### src/rtl/uart_tx_if.sv
// rtl/uart_tx_if.sv - parallel word handshake into the UART transmitter
interface uart_tx_if #(
    parameter int DATA_BITS = 8
) ();
    logic                 tx_valid;
    logic [DATA_BITS-1:0] tx_data;
    logic                 tx_ready;

    modport master (output tx_valid, output tx_data, input tx_ready);
    modport slave  (input tx_valid, input tx_data, output tx_ready);
endinterface

### src/rtl/uart_tx.sv
// rtl/uart_tx.sv - UART transmitter, LSB first, optional parity, 1/2 stop bits
module uart_tx #(
    parameter int BAUD_DIV      = 434,
    parameter int DATA_BITS     = 8,
    parameter int ENABLE_PARITY = 1,
    parameter int PARITY_ODD    = 0,
    parameter int STOP_BITS     = 1
) (
    input  logic       clk_i,
    input  logic       rst_ni,
    uart_tx_if.slave   in_if,
    output logic       tx_o,
    output logic       busy_o
);
    typedef enum logic [2:0] {IDLE, START, DATA, PARITY, STOP} state_t;

    localparam logic [15:0] BAUD_LAST = 16'(BAUD_DIV - 1);
    localparam logic [3:0]  DATA_LAST = 4'(DATA_BITS - 1);
    localparam logic [3:0]  STOP_LAST = 4'(STOP_BITS - 1);

    state_t               state_q, state_d;
    logic [15:0]          baud_cnt_q, baud_cnt_d;
    logic [3:0]           bit_cnt_q, bit_cnt_d;
    logic [DATA_BITS-1:0] shift_q, shift_d;
    logic [DATA_BITS-1:0] hold_q, hold_d;
    logic                 hold_full_q, hold_full_d;
    logic                 parity_q, parity_d;
    logic                 tx_q, tx_d;
    logic                 bit_end;
    logic                 accept;
    logic                 load;

    assign bit_end        = (state_q != IDLE) && (baud_cnt_q == BAUD_LAST);
    assign accept         = in_if.tx_valid && !hold_full_q;
    assign in_if.tx_ready = !hold_full_q;
    assign tx_o           = tx_q;
    assign busy_o         = (state_q != IDLE) || hold_full_q;

    always_comb begin
        state_d    = state_q;
        shift_d    = shift_q;
        parity_d   = parity_q;
        bit_cnt_d  = bit_cnt_q;
        load       = 1'b0;
        baud_cnt_d = (state_q == IDLE || bit_end) ? 16'd0 : baud_cnt_q + 16'd1;

        case (state_q)
            IDLE:   load = hold_full_q;
            START:  if (bit_end) state_d = DATA;
            DATA: begin
                if (bit_end) begin
                    shift_d = shift_q >> 1;
                    if (bit_cnt_q == DATA_LAST) begin
                        bit_cnt_d = 4'd0;
                        state_d   = (ENABLE_PARITY != 0) ? PARITY : STOP;
                    end else begin
                        bit_cnt_d = bit_cnt_q + 4'd1;
                    end
                end
            end
            PARITY: if (bit_end) state_d = STOP;
            STOP: begin
                if (bit_end) begin
                    if (bit_cnt_q == STOP_LAST) begin
                        bit_cnt_d = 4'd0;
                        // A pending word chains straight into the next start bit.
                        if (hold_full_q) load = 1'b1;
                        else             state_d = IDLE;
                    end else begin
                        bit_cnt_d = bit_cnt_q + 4'd1;
                    end
                end
            end
            default: state_d = IDLE;
        endcase

        if (load) begin
            state_d  = START;
            shift_d  = hold_q;
            parity_d = (^hold_q) ^ (PARITY_ODD != 0);
        end

        hold_d      = accept ? in_if.tx_data : hold_q;
        hold_full_d = load ? 1'b0 : (accept ? 1'b1 : hold_full_q);

        // Line level follows the next state so tx changes on the same edge as the FSM.
        case (state_d)
            START:   tx_d = 1'b0;
            DATA:    tx_d = shift_d[0];
            PARITY:  tx_d = parity_d;
            default: tx_d = 1'b1;
        endcase
    end

    always_ff @(posedge clk_i or negedge rst_ni) begin
        if (!rst_ni) begin
            state_q     <= IDLE;
            baud_cnt_q  <= 16'd0;
            bit_cnt_q   <= 4'd0;
            shift_q     <= '0;
            hold_q      <= '0;
            hold_full_q <= 1'b0;
            parity_q    <= 1'b0;
            tx_q        <= 1'b1;
        end else begin
            state_q     <= state_d;
            baud_cnt_q  <= baud_cnt_d;
            bit_cnt_q   <= bit_cnt_d;
            shift_q     <= shift_d;
            hold_q      <= hold_d;
            hold_full_q <= hold_full_d;
            parity_q    <= parity_d;
            tx_q        <= tx_d;
        end
    end
endmodule

### src/flat_wrapper.sv
// flat-port wrapper written by rule: the top's interface ports become plain ports
module uart_tx_flat 
#(
    parameter int BAUD_DIV      = 434,
    parameter int DATA_BITS     = 8,
    parameter int ENABLE_PARITY = 1,
    parameter int PARITY_ODD    = 0,
    parameter int STOP_BITS     = 1
)
  (clk_i, rst_ni, tx_o, busy_o, in_if_tx_valid, in_if_tx_data, in_if_tx_ready);
  uart_tx_if #(.DATA_BITS(DATA_BITS)) in_if_i ();
  input  logic clk_i;
  input  logic rst_ni;
  output logic tx_o;
  output logic busy_o;
  input wire logic [$bits(in_if_i.tx_valid)-1:0] in_if_tx_valid;
  input wire logic [$bits(in_if_i.tx_data)-1:0] in_if_tx_data;
  output wire logic [$bits(in_if_i.tx_ready)-1:0] in_if_tx_ready;
  assign in_if_i.tx_valid = in_if_tx_valid;
  assign in_if_i.tx_data = in_if_tx_data;
  assign in_if_tx_ready = in_if_i.tx_ready;
  uart_tx #(.BAUD_DIV(BAUD_DIV), .DATA_BITS(DATA_BITS), .ENABLE_PARITY(ENABLE_PARITY), .PARITY_ODD(PARITY_ODD), .STOP_BITS(STOP_BITS)) u_core (.clk_i(clk_i), .rst_ni(rst_ni), .in_if(in_if_i), .tx_o(tx_o), .busy_o(busy_o));
endmodule
### config.mk
export PLATFORM = sky130hd
export DESIGN_NAME = uart_tx_flat
export DESIGN_NICKNAME = d
export VERILOG_FILES = /design/src/rtl/uart_tx_if.sv /design/src/rtl/uart_tx.sv /design/src/flat_wrapper.sv
export SDC_FILE = /design/constraint.sdc
export NUM_CORES = 1
export LEC_CHECK = 0
export CAP_MARGIN = 40
export CORE_MARGIN = 3
export CORE_UTILIZATION = 45
export DETAILED_ROUTE_END_ITERATION = 7
export HOLD_SLACK_MARGIN = 0.12
export PLACE_DENSITY = 0.62
export SYNTH_ARGS = -nofsm -noshare
export SYNTH_HDL_FRONTEND = slang
export SYNTH_SLANG_ARGS = --single-unit
### constraint.sdc
create_clock -name clk_i -period 2.5 [get_ports clk_i]
set_input_delay 0.375 -clock clk_i [delete_from_list [all_inputs] [get_ports clk_i]]
set_output_delay 0.375 -clock clk_i [all_outputs]
set_load 0.01 [all_outputs]
==> results of run 1 <==
[placed cells by master (no fill, tap or decap), types with 2 or more instances in the layout]
master / count
nor2_1: 23
clkdlybuf4s50_1: 12
and3_1: 5
nor3b_1: 3
nand2b_1: 2
mux2_2: 9
a22oi_1: 6
nand2_1: 27
bufinv_16: 2
clkbuf_8: 6
dfrtp_1: 41
nor3_1: 4
buf_4: 3
a21oi_1: 2
nand4_1: 3
o31ai_1: 2
o21ai_0: 6
xor2_1: 11
inv_1: 10
mux2i_1: 4
nand3_1: 7
ha_1: 4
xnor2_1: 11
nor4b_1: 2
[where the power goes]
group | switching, mW | leakage [nW] | internal (mW) | total [mW]
Combinational | 0.259 | 0.508 | 0.319 | 0.578
Sequential | 0.160 | 0.538 | 0.865 | 1.03
Clock | 0.233 | 0.0714 | 0.426 | 0.659
[metrics by stage]
stage / utilization [%] / hold WS (ns) / cells / worst slack [ns]
6_report: 55.6 / 0.455 / 277 / 0.308
5_1_grt: 55.6 / 0.472 / 277 / 0.190
3_3_place_gp: 51.8 / 0.461 / 267 / 0.395
3_5_place_dp: 52.2 / 0.247 / 268 / 0.338
2_1_floorplan: - / 0.0794 / 205 / 0.495
4_1_cts: 55.6 / 0.462 / 277 / 0.310
[worst reg2reg max path: stages, from the launching register on]
cell	delay (ns)
dfrtp_1	0.42
inv_1	0.08
ha_1	0.16
or3b_4	0.40
a2111oi_2	0.34
a21boi_2	0.30
buf_4	0.21
mux2i_1	0.20
[cells in the mapped netlist (all sizes together) (4+ instances only)]
library cell   n  area share (%)
and3           5             1.5
o21ai          6             1.4
nand3          7             1.6
a22oi          6             2.1
xor2          11             4.5
clkbuf         5            0.88
dfrtp         41              48
nand2         27             4.8
mux2i          4             1.9
nor3           5             1.7
nand4          4             1.9
xnor2         11             4.5
nor2          23             4.1
mux2           9             4.8
ha             4             2.3
inv           10             1.8
[final cells by class]
cell class	count	area (um2)
Timing Repair Buffer	18	178
Inverter	10	37.5
Sequential cell	42	1050
Tap cell	52	65.1
Fill cell	387	1980
Clock buffer	6	82.6
Clock inverter	2	60.1
Multi-Input combinational cell	147	1010
[timing repair]
item,CTS,global route
setup endpoints to repair,0,0
endpoints found under the hold margin,8,0
gates resized for setup,0,0
hold buffers,1,0
[worst paths after layout]
kind	cells after the start	from	slack, ns	to
worst max-delay path	7	u_core.bit_cnt_q[0]	0.31	u_core.shift_q[0]
worst min-delay path	2	rst_ni	0.46	u_core.baud_cnt_q[5]
worst max register to register	7	u_core.bit_cnt_q[0]	0.31	u_core.shift_q[0]
worst min register to register	2	u_core.shift_q[5]	0.48	u_core.shift_q[5]
max in group asynchronous	3	rst_ni	1.54	u_core.tx_o
min in group clk_i	2	u_core.shift_q[5]	0.48	u_core.shift_q[5]
[layer usage]
layer	vias up	global-route usage (%)	share of wire (%)
met4	0	8.50	2.2
met2	21	25.0	47
li1	735	-	-
met5	-	0	0
met1	714	19.8	47
met3	7	3.74	3.5
[state kept, by name (all words and copies together), names as in the netlist]
| signal | flops |
|---|---|
| u_core.shift_q | 8 |
| u_core.bit_cnt_q | 4 |
| u_core.tx_o | 1 |
| u_core.parity_q | 1 |
| u_core.hold_full_q | 1 |
| u_core.baud_cnt_q | 16 |
| u_core.hold_q | 8 |
| u_core.state_q | 3 |
[kinds of logic after synthesis]
| kind of cell | share of synthesized area [%] |
|---|---|
| compound gates | 7.05 |
| xor+xnor | 9.04 |
| fa+ha+maj | 2.35 |
| buf+inv | 3.00 |
| flops | 49.4 |
| mux | 6.64 |
| simple gates | 22.5 |
==> flow_metrics.tcl, run 1 <==
set metrics [dict create \
    synth_edf_count 0 \
    area_growth_syn_to_layout_pct 16.9 \
    core-area_mm2 0.00447 \
    cts.sinks 42 \
    setup_viol 0 \
    power_mw 2.26 \
    antenna_left 0 \
    arrival_ns 2.41 \
    vias 1477 \
    numCtsBuffers 5 \
    post-route-period-util_pct 87.7 \
    die-width_um 74.8 \
    holdCritPathClass "in2async" \
    synth.distinct_cells 39 \
    crit_buf_inv 2 \
    crit_required_ns 2.72 \
    clk_latency_ns 0.30 \
    dpl.hpwl_mm 2.70 \
    drt_iter0_markers 68 \
    ctsRootBufferMaster "clkbuf_8" \
    antenna_found_initial 0 \
    synth_warnings 0 \
    cpLargestDelayFamily "compound AO/OA/AOI/OAI gates" \
    ys_ff_latch 42 \
    syn-num-nets 220 \
    start_kind "register" \
    hold_violations 0 \
    skew_ns 0.0126 \
    routed_wl_mm 3.69 \
    clk_path_buf_depth 2 \
    port_buffers 13 \
    path_clk_slew_ns 0.08 \
    grt_pass1_vias 1554 \
    critPathSlowestCell "dfrtp_1" \
    fin_tns_setup_ns 0 \
    top_level_ports 14 \
    std_cell_rows 24 \
    max_stage_delay_ns 0.42 \
    endpoint_kind "register" \
    first_pass_iters 4 \
    route.detailed.drc 0 \
    cts_tree "built" \
    syn-cell-area_mm2 0.00213 \
    crit_type "reg2reg" \
    rsz0062_at_grt "no" \
    postCtsSetupBuffers 0 \
    path_max_fanout 10 \
    grt_max_degree 35 \
    antenna_cells 0 \
    wl_per_cell_um 13.3 \
    die-area_mm2 0.00560 \
    tightest_slew_ns 0.542 \
    relSlewSlack_pct 63.8 \
    fp.dieH_um 74.8 \
    synth.avg_cell_area_um2 10.4 \
    synth_flop_cell "dfrtp_1" \
    finalInstanceArea_mm2 0.00249 \
    power_density_mw_per_mm2 908 \
    drive_above_1_share_pct 14.2 \
    crit_chain "inv_1, ha_1, or3b_4, a2111oi_2, a21boi_2, buf_4, mux2i_1" \
    place_area_mm2 0.00234 \
    fmax_mhz 456 \
    peakVddDrop_mv 0.441 \
    max_cap_violations 0 \
    grtUsageTotal_pct 15.7 \
    synth-async-reset-ratio_pct 100 \
    p_leak_nw 1.12 \
    outcome "finished, final reports clean" \
    final_nets 239 \
    drv_slew 0 \
    period_minus_slack_ns 2.19 \
    grt_pass1_wl_mm 6.73 \
    via_per_inst 5.33 \
    synth_cells 205 \
    gp_congestion 0.849 \
    initial_core_util_pct 47.6 \
    overflow 0 \
    synth-seq-area-share_pct 49.4 \
    cts_max_level 2 \
]
(Power assumes the default switching activity.)
==> inputs of run 2 (changes only) <==
Settings changed: ABC_AREA set to 1, CORE_MARGIN 3 to unset.
==> run 2 against run 1 <==
Against the previous run: final cell count increased by 41%; combinational power decreased by 53%; non-clock buffer count decreased by 2; sequential share of layout area decreased by 2.9 points; fmax increased by 4.3%; hold slack improved by 0.035 ns.
==> flow_metrics.tcl, run 2 <==
set metrics [dict create \
    skew_ns 0.00495 \
    synth_top_cells_by_area "dfrtp_1 44%, nand2_1 13%, inv_1 6.3%" \
    first_pass_iters 4 \
    die-area_mm2 0.00549 \
    rsz0062_at_grt "no" \
    synth.avg_cell_area_um2 7.75 \
    fmax_mhz 476 \
    multi_input_area_mm2 0.00112 \
    top_register "u_core.baud_cnt_q" \
    dp_cells 382 \
    power_density_mw_per_mm2 553 \
    crit_type "reg2out" \
    synth.distinct_cells 27 \
    drt_iter0_markers 111 \
    nFillCells 473 \
    syn-num-nets 317 \
    die-width_um 74.1 \
    fin_tns_setup_ns 0 \
    vias 1894 \
    cts.sinks 42 \
    top_level_ports 14 \
    stdcell_count 391 \
    via_per_inst 4.84 \
    ys_ff_latch 42 \
    hold_violations 0 \
    std_cell_rows 25 \
    p_leak_nw 1.35 \
    path_clk_slew_ns 0.07 \
    synth-async-reset-ratio_pct 100 \
    fp.dieH_um 74.1 \
    synth_top_area_share_pct 43.8 \
    critPathSlowestCell "clkdlybuf4s50_1" \
    grt_pass1_wl_mm 7.45 \
    max_cap_violations 0 \
    max_stage_delay_ns 0.53 \
    synthMostInstantiatedCell "nand2_1" \
    ctsRootBufferMaster "clkbuf_8" \
    antenna_cells 0 \
    syn-cell-area_mm2 0.00234 \
    cts_tree "built" \
    area.sequential_mm2 0.00105 \
    synth_warnings 0 \
    holdCritPathClass "reg2reg" \
    grtUsageTotal_pct 17.9 \
    synth_flop_cell "dfrtp_1" \
    crit_path_frequent_cell "inv_2" \
    period_minus_slack_ns 2.10 \
    wl_per_cell_um 11.1 \
    crit_chain "inv_2, nand2_2, inv_2, nand2_4, inv_1, nand2_1, clkdlybuf4s50_1" \
    overflow 0 \
    routed_wl_mm 4.33 \
    initial_core_util_pct 48.3 \
    start_kind "register" \
    port_buffers 13 \
    antenna_left 0 \
    synth-seq-area-share_pct 44.9 \
    clk_path_buf_depth 2 \
    grt_pass1_vias 1675 \
    path_max_fanout 6 \
    route.detailed.drc 0 \
    endpoint_kind "primary output" \
    core-area_mm2 0.00485 \
    postCtsSetupBuffers 0 \
    antenna_found_initial 0 \
    setup_viol 0 \
    post-route-period-util_pct 84.1 \
    final_common_cell "nand2_1" \
    clk_latency_ns 0.29 \
    cts_max_level 2 \
    numCtsBuffers 5 \
    synth_cells 302 \
    yosys.area.top_type "dfrtp_1" \
    largest_reg_flops 16 \
    drive_above_1_share_pct 10.8 \
    peakVddDrop_mv 0.308 \
    arrival_ns 1.73 \
    area_growth_syn_to_layout_pct 14.1 \
    outcome "finished, final reports clean" \
    crit_required_ns 2.12 \
    tightest_slew_ns 0.541 \
    drv_slew 0 \
    reg_top3 "u_core.baud_cnt_q: 16 flops, u_core.hold_q: 8 flops, u_core.shift_q: 8 flops" \
    final_nets 338 \
    ys_top_cells_by_count "81 x nand2_1, 41 x dfrtp_1, 39 x inv_1" \
    layout_common_cells "81 x nand2_1, 41 x dfrtp_1, 39 x inv_1" \
    gp_congestion 0.836 \
    relSlewSlack_pct 63.9 \
    synth_edf_count 0 \
    grt_max_degree 30 \
    dpl.hpwl_mm 3.29 \
]
## run 2: metrics by stage
| step | power (mW) | utilization [%] | worst slack (ns) | hold WS [ns] | cell area [um2] |
|---|---|---|---|---|---|
| after floorplan | 0.955 | - | 0.978 | 0.0794 | 2340 |
| after global placement | 1.03 | 52.6 | 0.722 | 0.476 | 2550 |
| after detailed placement | 1.04 | 53.0 | 0.716 | 0.300 | 2570 |
| after CTS | 1.50 | 55.1 | 0.380 | 0.494 | 2670 |
| after global routing | 1.58 | 55.1 | 0.305 | 0.528 | 2670 |
| final | 1.48 | 55.1 | 0.398 | 0.490 | 2670 |
## run 2: layer usage
layer  part of all wire [%]  up-vias  track usage [%]  wire, um
met4                   0.95        0             5.77        41
li1                       -     1008                -         -
met2                     43       29             26.9      1870
met3                    3.1        4             4.07       134
met1                     53      853             25.6      2290
met5                      0        -                0         0
## run 2: logic make-up (layout without fill, tap and decap cells)
group                      after synthesis  count (layout)  synth area share [%]
adders and majority gates                4               4                  2.14
DFF                                     42              42                  44.9
AOI/OAI and AO/OA                       39              39                  9.89
xor gates and xnor gates                 5               5                  1.87
buffers and inverters                   45              67                  7.27
and+or+nand+nor                        167             167                  33.9
## run 2: final timing paths
check / startpoint / endpoint / slack [ns] / cells after the start
max in group asynchronous: rst_ni / u_core.shift_q[3] / 1.53 / 3
min in group asynchronous: rst_ni / u_core.bit_cnt_q[2] / 0.51 / 2
max: u_core.state_q[0] / busy_o / 0.40 / 7
min reg2reg: u_core.parity_q / u_core.parity_q / 0.49 / 2
max reg2reg: u_core.baud_cnt_q[1] / u_core.tx_o / 0.75 / 13
min: u_core.parity_q / u_core.parity_q / 0.49 / 2
## run 2: layout make-up
type                       count  share of cell area (%)
inverter                      43                    6.04
tap                           67                    3.14
multi-input combinational    215                    41.9
timing repair buffer          16                    6.09
clock inverter                 1                   0.187
sequential                    42                    39.4
clock buffer                   7                    3.23
## run 2: critical path, delay by kind of cell, from the launching register on
kind | cells | cell delay [ns]
buffers and inverters | 4 | 0.73
DFF | 1 | 0.46
and+or+nand+nor | 3 | 0.26
## run 2: what timing repair did
| action | CTS | global route |
|---|---|---|
| gates resized for setup | 0 | 0 |
| endpoints found under the hold margin | 12 | 0 |
| hold buffers | 1 | 0 |
## run 2: where the power goes
| group | leakage, nW | total, mW | internal, mW | switching, mW |
|---|---|---|---|---|
| Combinational | 0.809 | 0.271 | 0.0981 | 0.173 |
| Sequential | 0.497 | 0.754 | 0.723 | 0.0315 |
| Clock | 0.0482 | 0.450 | 0.223 | 0.227 |
==> inputs of run 3 (changes only) <==
Settings changed: PLACE_DENSITY 0.62 to 0.65.
Clock period 2.5 ns to 1.86 ns, I/O delays scaled along.
==> run 3 against run 2 <==
Against the previous run: utilization up 0.75 points; highest routed layer unchanged; design area up 1.4%; critical path depth is the same.
==> flow_metrics.tcl, run 3 (synthesis gave the netlist of run 2 again) <==
set metrics [dict create \
    die-area_mm2 0.00549 \
    final_nets 342 \
    skew_ns 0.00668 \
    top_level_ports 14 \
    drt_iter0_markers 62 \
    arrival_ns 1.46 \
    port_buffers 13 \
    nFillCells 464 \
    clk_latency_ns 0.29 \
    route.detailed.drc 0 \
    top_register "u_core.baud_cnt_q" \
    post-route-period-util_pct 93.4 \
    max_cap_violations 0 \
    gp_congestion 0.918 \
    reg_top3 "u_core.baud_cnt_q: 16 flops, u_core.hold_q: 8 flops, u_core.shift_q: 8 flops" \
    endpoint_kind "primary output" \
    drv_slew 0 \
    dpl.hpwl_mm 3.34 \
    via_per_inst 4.77 \
    die-width_um 74.1 \
    tightest_slew_ns 0.533 \
    crit_required_ns 1.58 \
    ctsRootBufferMaster "clkbuf_8" \
    antenna_found_initial 0 \
    power_density_mw_per_mm2 730 \
    wl_per_cell_um 11.3 \
    fin_util_pct 55.8 \
    holdWs_ns 0.487 \
    outcome "finished, final reports clean" \
    rsz0062_at_grt "yes" \
    dpl_worst_slack_ns 0.154 \
    relSlewSlack_pct 64.3 \
    numCtsBuffers 5 \
    final_common_cell "nand2_1" \
    crit_type "reg2out" \
    fmax_mhz 576 \
    cts.sinks 42 \
    grt_pass1_vias 1810 \
    path_clk_slew_ns 0.08 \
    peakVddDrop_mv 0.565 \
    std_cell_rows 25 \
    rrSetupSlack_ns 0.16 \
    layout_common_cells "80 x nand2_1, 40 x dfrtp_1, 37 x inv_1" \
    antenna_cells 0 \
    holdCritPathClass "reg2reg" \
    place_area_mm2 0.00257 \
    worst_slack_ns 0.123 \
    core-area_mm2 0.00485 \
    cts_max_level 2 \
    fp.dieH_um 74.1 \
    initial_core_util_pct 48.3 \
    vias 1885 \
    period_minus_slack_ns 1.74 \
    overflow 0 \
    area_growth_syn_to_layout_pct 15.6 \
    finalInstanceArea_mm2 0.00271 \
    first_pass_iters 4 \
    largest_reg_flops 16 \
    drive_above_1_share_pct 13.7 \
    routed_wl_mm 4.45 \
    grt_pass1_wl_mm 7.90 \
    clk_path_buf_depth 2 \
    grt_max_degree 43 \
    path_max_fanout 6 \
    hold_violations 0 \
    setup_viol 0 \
    start_kind "register" \
    cts_tree "built" \
    fin_tns_setup_ns 0 \
    p_leak_nw 1.35 \
    antenna_left 0 \
    grtUsageTotal_pct 19.0 \
]
[run 3: critical path, stage by stage, from the launching register on]
cell and delay [ns]:
dfrtp_2 0.46, inv_2 0.06, nand2_2 0.07, inv_2 0.08, nand2_4 0.09, inv_2 0.09
nand2_1 0.05, dlygate4sd2_1 0.28
[run 3: final timing paths]
| kind | from | endpoint | cells after the start |
|---|---|---|---|
| max | u_core.state_q[0] | busy_o | 7 |
| min | u_core.baud_cnt_q[0] | u_core.baud_cnt_q[0] | 1 |
| max reg2reg | u_core.baud_cnt_q[1] | u_core.shift_q[7] | 11 |
| min reg2reg | u_core.baud_cnt_q[0] | u_core.baud_cnt_q[0] | 1 |
| max in group asynchronous | rst_ni | u_core.state_q[0] | 3 |
| min in group asynchronous | rst_ni | u_core.bit_cnt_q[1] | 3 |
[run 3: metal layers]
| layer | part of all wire (%) | global-route usage [%] | up-vias |
|---|---|---|---|
| li1 | - | - | 1018 |
| met2 | 45 | 30.0 | 18 |
| met1 | 51 | 26.1 | 842 |
| met3 | 2.3 | 4.07 | 7 |
| met4 | 1.3 | 5.77 | 0 |
| met5 | 0 | 0 | - |
[run 3: power by group]
part / internal, mW / switching [mW]
registers: 0.972 / 0.0442
logic: 0.129 / 0.230
clock network: 0.298 / 0.303
[run 3: what timing repair did]
item                       CTS  global route
resized for setup            2             5
buffers inserted             0             2
hold buffers                 1             0
setup endpoints to repair    1             8
pin swaps                    0             0
hold endpoints to repair    41             0
[run 3: layout make-up]
type	count	area, um2	share of cell area [%]
Tap cell	67	83.8	3.10
Clock buffer	6	82.6	3.05
Timing Repair Buffer	20	179	6.61
Clock inverter	2	12.5	0.462
Multi-Input combinational cell	215	1130	41.9
Sequential cell	42	1050	38.9
Inverter	43	161	5.96
[run 3: metrics by stage]
step	std cells	total power, mW
after floorplan	302	1.28
after global placement	384	1.38
after detailed placement	384	1.39
after CTS	393	2.02
after global routing	395	2.11
final	395	1.98
